--- config.mk ---
export PLATFORM = sky130hd
export DESIGN_NAME = dbg_cmd_arbiter
export DESIGN_NICKNAME = d
export VERILOG_FILES = /design/src/rtl/dbg_pkg.sv /design/src/rtl/dbg_rr_pick.sv /design/src/rtl/dbg_cmd_arbiter.sv
export SDC_FILE = /design/constraint.sdc
export NUM_CORES = 1
export LEC_CHECK = 0
export CORE_MARGIN = 8
export CORE_UTILIZATION = 42
export DETAILED_ROUTE_END_ITERATION = 8
export GPL_ROUTABILITY_DRIVEN = 1
export GPL_TIMING_DRIVEN = 0
export PLACE_DENSITY = 0.95
export SYNTH_ARGS = -nofsm -noshare
export SYNTH_HDL_FRONTEND = slang
export SYNTH_HIERARCHICAL = 1
export SYNTH_SLANG_ARGS = --single-unit
--- constraint.sdc ---
create_clock -name clk -period 4.1 [get_ports clk]
set_clock_uncertainty 0.05 [all_clocks]
set_input_delay 0.615 -clock clk [delete_from_list [all_inputs] [get_ports clk]]
set_output_delay 0.615 -clock clk [all_outputs]
set_load 0.01 [all_outputs]
--- src/rtl/dbg_pkg.sv ---
`default_nettype none
// -----------------------------------------------------------------------------
// dbg_pkg : debug command encodings and arbiter state type shared by the debug taps
// Rev 1.0
// -----------------------------------------------------------------------------
package dbg_pkg;

    typedef enum logic [1:0] {
        ST_IDLE  = 2'd0,
        ST_ISSUE = 2'd1,
        ST_ABORT = 2'd2,
        ST_RESP  = 2'd3
    } dbg_arb_state_e;

    localparam logic [7:0] DBG_CMD_NONE  = 8'h00;
    localparam int         DBG_CMD_MEM   = 7;
    localparam int         DBG_CMD_WRITE = 6;
    localparam logic [7:0] DBG_END       = 8'haa;

endpackage
`default_nettype wire

--- src/rtl/dbg_rr_pick.sv ---
`default_nettype none
// -----------------------------------------------------------------------------
// dbg_rr_pick : combinational round-robin picker, first request at or after i_ptr
// Rev 1.0
// -----------------------------------------------------------------------------
module dbg_rr_pick #(
    parameter int N  = 2,
    parameter int PW = $clog2(N)
) (
    input  logic [N-1:0]  i_req,
    input  logic [PW-1:0] i_ptr,
    output logic [N-1:0]  o_gnt,
    output logic [PW-1:0] o_idx,
    output logic          o_any
);

    int          w_c;
    logic [PW-1:0] w_ci;

    // Wrap by subtraction so non-power-of-two N never indexes past N-1.
    always_comb begin
        o_gnt = '0;
        o_idx = '0;
        o_any = 1'b0;
        w_c   = 0;
        w_ci  = '0;
        for (int i = 0; i < N; i++) begin
            w_c = int'(i_ptr) + i;
            if (w_c >= N) begin
                w_c = w_c - N;
            end
            w_ci = PW'(w_c);
            if (!o_any && i_req[w_ci]) begin
                o_any       = 1'b1;
                o_gnt[w_ci] = 1'b1;
                o_idx       = w_ci;
            end
        end
    end

endmodule
`default_nettype wire

--- src/rtl/dbg_cmd_arbiter.sv ---
`default_nettype none
// -----------------------------------------------------------------------------
// dbg_cmd_arbiter : shares the dbg_module command port between debug front-ends
// Rev 1.0
// -----------------------------------------------------------------------------
module dbg_cmd_arbiter
    import dbg_pkg::*;
#(
    parameter int N_REQ   = 2,
    parameter int TIMEOUT = 1024
) (
    input  logic                     clk,
    input  logic                     rstn_i,
    input  logic [N_REQ-1:0]         req_valid_i,
    input  logic [N_REQ-1:0][7:0]    req_cmd_i,
    input  logic [N_REQ-1:0][31:0]   req_addr_i,
    input  logic [N_REQ-1:0][31:0]   req_data_i,
    input  logic [N_REQ-1:0]         req_lock_i,
    output logic [N_REQ-1:0]         req_gnt_o,
    output logic [N_REQ-1:0]         rsp_valid_o,
    output logic [31:0]              rsp_data_o,
    output logic                     rsp_err_o,
    output logic [7:0]               dbg_cmd_o,
    output logic [31:0]              dbg_addr_o,
    output logic [31:0]              dbg_data_o,
    input  logic [31:0]              dbg_data_i,
    input  logic                     dbg_ready_i,
    output logic [$clog2(N_REQ)-1:0] owner_o,
    output logic                     busy_o
);

    localparam int            OW       = $clog2(N_REQ);
    localparam int            CW       = (TIMEOUT > 0) ? $clog2(TIMEOUT + 1) : 1;
    localparam logic [CW-1:0] TO_LAST  = CW'((TIMEOUT > 0) ? TIMEOUT - 1 : 0);
    localparam logic [OW-1:0] LAST_IDX = OW'(N_REQ - 1);

    dbg_arb_state_e    r_state;
    dbg_arb_state_e    w_next;
    logic [OW-1:0]     r_ptr;
    logic [OW-1:0]     r_owner;
    logic              r_lock;
    logic [CW-1:0]     r_cnt;
    logic [7:0]        r_dbg_cmd;
    logic [31:0]       r_dbg_addr;
    logic [31:0]       r_dbg_data;
    logic [N_REQ-1:0]  r_rsp_valid;
    logic [31:0]       r_rsp_data;
    logic              r_rsp_err;
    logic              r_busy;

    logic              w_locked;
    logic [N_REQ-1:0]  w_own_mask;
    logic [N_REQ-1:0]  w_cand;
    logic [N_REQ-1:0]  w_pick_gnt;
    logic [OW-1:0]     w_pick_idx;
    logic              w_pick_any;
    logic              w_grant;
    logic [7:0]        w_sel_cmd;
    logic              w_timeout;
    logic [OW-1:0]     w_rsp_owner;
    logic [31:0]       w_rsp_data;
    logic              w_rsp_err;

    always_comb begin
        w_own_mask          = '0;
        w_own_mask[r_owner] = 1'b1;
    end

    // A lock that the owner has released no longer filters this cycle's arbitration.
    assign w_locked  = r_lock & req_lock_i[r_owner];
    assign w_cand    = w_locked ? (req_valid_i & w_own_mask) : req_valid_i;
    assign w_grant   = (r_state == ST_IDLE) && w_pick_any;
    assign w_sel_cmd = req_cmd_i[w_pick_idx];
    assign w_timeout = (TIMEOUT != 0) && (r_cnt == TO_LAST);

    dbg_rr_pick #(
        .N  (N_REQ),
        .PW (OW)
    ) u_pick (
        .i_req (w_cand),
        .i_ptr (r_ptr),
        .o_gnt (w_pick_gnt),
        .o_idx (w_pick_idx),
        .o_any (w_pick_any)
    );

    always_ff @(posedge clk) begin
        if (!rstn_i) begin
            r_state <= ST_IDLE;
        end else begin
            r_state <= w_next;
        end
    end

    always_comb begin
        w_next = r_state;
        case (r_state)
            ST_IDLE: begin
                if (w_grant) begin
                    w_next = (w_sel_cmd == DBG_CMD_NONE) ? ST_RESP : ST_ISSUE;
                end
            end
            ST_ISSUE: begin
                if (dbg_ready_i) begin
                    w_next = ST_RESP;
                end else if (w_timeout) begin
                    w_next = ST_ABORT;
                end
            end
            ST_ABORT: w_next = ST_RESP;
            ST_RESP:  w_next = ST_IDLE;
            default:  w_next = ST_IDLE;
        endcase
    end

    // Illegal commands and aborts both answer with err=1 and zero data.
    always_comb begin
        req_gnt_o   = w_grant ? w_pick_gnt : '0;
        w_rsp_owner = (r_state == ST_IDLE) ? w_pick_idx : r_owner;
        w_rsp_data  = '0;
        w_rsp_err   = 1'b1;
        if ((r_state == ST_ISSUE) && dbg_ready_i) begin
            w_rsp_data = dbg_data_i;
            w_rsp_err  = 1'b0;
        end
    end

    always_ff @(posedge clk) begin
        if (!rstn_i) begin
            r_ptr       <= '0;
            r_owner     <= '0;
            r_lock      <= 1'b0;
            r_cnt       <= '0;
            r_dbg_cmd   <= DBG_CMD_NONE;
            r_dbg_addr  <= '0;
            r_dbg_data  <= '0;
            r_rsp_valid <= '0;
            r_rsp_data  <= '0;
            r_rsp_err   <= 1'b0;
            r_busy      <= 1'b0;
        end else begin
            r_busy      <= (w_next != ST_IDLE);
            r_rsp_valid <= '0;
            r_cnt       <= (r_state == ST_ISSUE) ? r_cnt + 1'b1 : '0;

            if (w_grant) begin
                r_owner    <= w_pick_idx;
                r_dbg_cmd  <= w_sel_cmd;
                r_dbg_addr <= req_addr_i[w_pick_idx];
                r_dbg_data <= req_data_i[w_pick_idx];
                if (!w_locked) begin
                    r_ptr <= (w_pick_idx == LAST_IDX) ? '0 : w_pick_idx + 1'b1;
                end
            end else if (w_next != ST_ISSUE) begin
                r_dbg_cmd <= DBG_CMD_NONE;
            end

            if (w_next == ST_RESP) begin
                r_rsp_valid[w_rsp_owner] <= 1'b1;
                r_rsp_data               <= w_rsp_data;
                r_rsp_err                <= w_rsp_err;
            end

            if (r_state == ST_RESP) begin
                r_lock <= req_lock_i[r_owner];
            end else if ((r_state == ST_IDLE) && !req_lock_i[r_owner]) begin
                r_lock <= 1'b0;
            end
        end
    end

    assign rsp_valid_o = r_rsp_valid;
    assign rsp_data_o  = r_rsp_data;
    assign rsp_err_o   = r_rsp_err;
    assign dbg_cmd_o   = r_dbg_cmd;
    assign dbg_addr_o  = r_dbg_addr;
    assign dbg_data_o  = r_dbg_data;
    assign owner_o     = r_owner;
    assign busy_o      = r_busy;

endmodule
`default_nettype wire

==> flow_metrics.tcl <==
set metrics [dict create \
    cpMostUsedCell "clkdlybuf4s50_1" \
    finalSetupViolCount 0 \
    grt_pass1_vias 5803 \
    clk_pin_slew_worst_paths_ps 50 \
    routed_via_density 5.315 \
    io_pins 294 \
    critPathLaunch "req_valid_i[1]" \
    status "finished, final reports clean" \
    die_h_microns 127.6 \
    fin_area_sq_um 8981 \
    layout.nets 994 \
    crit_buf_inv 6 \
    yosys_warnings 6 \
    synth_edf_count 0 \
    synthSimpleGateAreaFrac 0.1036 \
    cts_setup_buffers 0 \
    gp_congestion 0.9132 \
    ir_drop_uv 268.5 \
    dieArea_sq_um 16280 \
    grt_first_pass_wirelength_microns 30250 \
    die_w_microns 127.6 \
    portBuffers 293 \
    drive_gt1_frac 0.07047 \
    drc 0 \
    synth.area.mux_share 0.1459 \
    synthAdderAreaFrac 0.002392 \
    ys_types 46 \
    powerDensity_nw_per_um2 410.4 \
    areaGrowthSynthToFinish_pct 71.72 \
    crit_path_start_kind "primary input" \
    worstPathArrival_ps 3220 \
    synth_area_per_cell_sq_um 10.50 \
    synthXorXnorAreaFrac 0.008373 \
    fin_crit_sh 0.9476 \
    synth_compound_area_frac 0.2191 \
    min_period_ps 3885 \
    n_antenna_cell 0 \
    relSlewSlack 0.5395 \
    first_pass_iters 4 \
    cp_cell_sequence "clkdlybuf4s50_1 -> inv_1 -> a31oi_1 -> or2_1 -> nor3b_2 -> buf_4 -> buf_2 -> clkbuf_4 -> and2_1 -> clkdlybuf4s50_1" \
    drtIter0Drc 227 \
    fp-row-count 40 \
    numCtsBuffers 17 \
    mostFrequentLayoutCells "293 x clkdlybuf4s50_1, 124 x dfxtp_1, 74 x mux2i_1, 70 x nand2_1, 64 x o211a_1" \
    ys.flop_type "dfxtp_1" \
    synthesis.nets 682 \
    cp_max_fo 10 \
    p_leak_nw 4.025 \
    ctsHtreeMaxLevel 4 \
    tns_ps 0 \
    worstPathRequired_ps 3430 \
    postRouteAntennaNets 0 \
    crit_path_end_kind "output port" \
    synth-seq-cells 124 \
    crit_path_max_incr_delay_ps 540 \
    cts_tree "yes" \
    cap_violations 0 \
    synth_cells 498 \
    rsz0062_at_grt "no" \
    timing.rr.start "owner_o" \
    tightestPinTransition_ps 687.0 \
    vias 5267 \
    wl_microns 19960 \
    grt_overflow 0 \
    critical-path-slowest-cell "clkdlybuf4s50_1" \
    max-clock-path-buffers 2 \
    yosysSeqAreaShare 0.4746 \
    seq_area_sq_um 2482 \
    cp_top_family "buffers and inverters" \
    grt_usage 0.2370 \
    slew_viol_final 0 \
    synth_top_family_by_area "compound AO/OA/AOI/OAI gates" \
    start_util 0.4336 \
    hold_class "reg -> reg" \
    path_class "in -> out" \
    dpl_cell_area_sq_um 8373 \
    grt_max_degree 17 \
    antenna_found_initial 0 \
    coreArea_sq_um 12060 \
    place_hpwl_microns 15770 \
    insertion_delay_ps 410 \
    cts.sinks 124 \
    multi_input_area_sq_um 2507 \
    nFillCells 789 \
    wl_per_cell_microns 20.14 \
    root_buffer "clkbuf_16" \
    async_reset_ff_frac 0 \
    fmax_mhz 257.4 \
    synth_area_sq_um 5230 \
    worstHoldStart "dbg_cmd_o[2]" \
    finalHoldViolations 0 \
    final_common_cell "clkdlybuf4s50_1" \
]
## final timing paths
| kind | end | slack (ps) | depth (start not counted) |
|---|---|---|---|
| worst min-delay path | dbg_cmd_o[2] | 410 | 1 |
| worst max register to register | dbg_data_o[15] | 1390 | 9 |
| worst max-delay path | req_gnt_o[0] | 210 | 10 |
| worst min register to register | dbg_cmd_o[2] | 410 | 1 |
## stage by stage
step,cells,utilization,hold WS (ps),worst slack [ps],power (mW)
after floorplan,498,-,380.0,1640,1.697
after global placement,959,0.6942,387.3,300.4,2.137
after detailed placement,959,0.6942,395.2,210.9,2.169
after CTS,991,0.7444,413.3,159.8,3.709
after global routing,991,0.7446,429.6,38.06,3.820
final,991,0.7446,412.9,214.7,3.686
## per-layer routing
metal | routed length, microns | part of all wire | global-route usage
met3 | 1917 | 0.096 | 0.09817
met4 | 666 | 0.033 | 0.1168
met5 | 0 | 0 | 0
met2 | 10200 | 0.51 | 0.4332
met1 | 7173 | 0.36 | 0.2247
## worst register-to-register path, delay by kind of cell, from the launching register on
family / cells / cell delay [ps]
multiplexers: 1 / 280
buffers and inverters: 4 / 1040
flip-flops: 1 / 460
AO/OA/AOI/OAI: 3 / 690
AND/OR/NAND/NOR: 1 / 80
## Yosys cell counts, types with 5 or more instances
cell type | n | area share
dfxtp_1 | 124 | 0.47
mux2i_1 | 74 | 0.14
nand2_1 | 70 | 0.050
o211a_1 | 64 | 0.12
a22o_1 | 32 | 0.054
buf_2 | 18 | 0.017
clkbuf_1 | 18 | 0.013
nor2_1 | 11 | 0.0079
inv_1 | 8 | 0.0057
o2bb2ai_1 | 8 | 0.013
a21oi_1 | 6 | 0.0057
a21boi_0 | 5 | 0.0072
## repair_timing
item,in CTS,in global routing
resized for setup,0,1
setup endpoints to repair,0,1
hold buffers,0,0
## flip-flops by register name, indices dropped and copies added (netlist names)
| name | cells |
|---|---|
| dbg_addr_o | 32 |
| rsp_data_o | 32 |
| r_ptr | 1 |
| busy_o | 1 |
| dbg_cmd_o | 8 |
| owner_o | 1 |
| r_state | 2 |
| r_lock | 1 |
| rsp_valid_o | 2 |
| r_cnt | 11 |
| dbg_data_o | 32 |
| rsp_err_o | 1 |
## power by group
part	switching, mW	internal, mW
Combinational	0.327	0.457
Clock	0.519	1.02
Sequential	0.0613	1.31
## logic make-up (layout without fill, tap and decap cells)
logic type                 Yosys count  count (layout)
adders and majority gates            1               1
buffers and inverters               49             374
and+or+nand+nor                    115             115
AOI/OAI and AO/OA                  128             128
muxes                               76              76
xor gates and xnor gates             5               5
DFF                                124             124
## cell type report
class                           count  area share
Timing Repair Buffer              293      0.3266
Multi-Input combinational cell    325      0.2792
Sequential cell                   124      0.2764
Clock buffer                       25     0.05517
Buffer                             41     0.02368
Tap cell                          168     0.02340
Clock inverter                      7     0.01226
Inverter                            8    0.003344
Note: power is estimated with default switching activity, not from simulation.
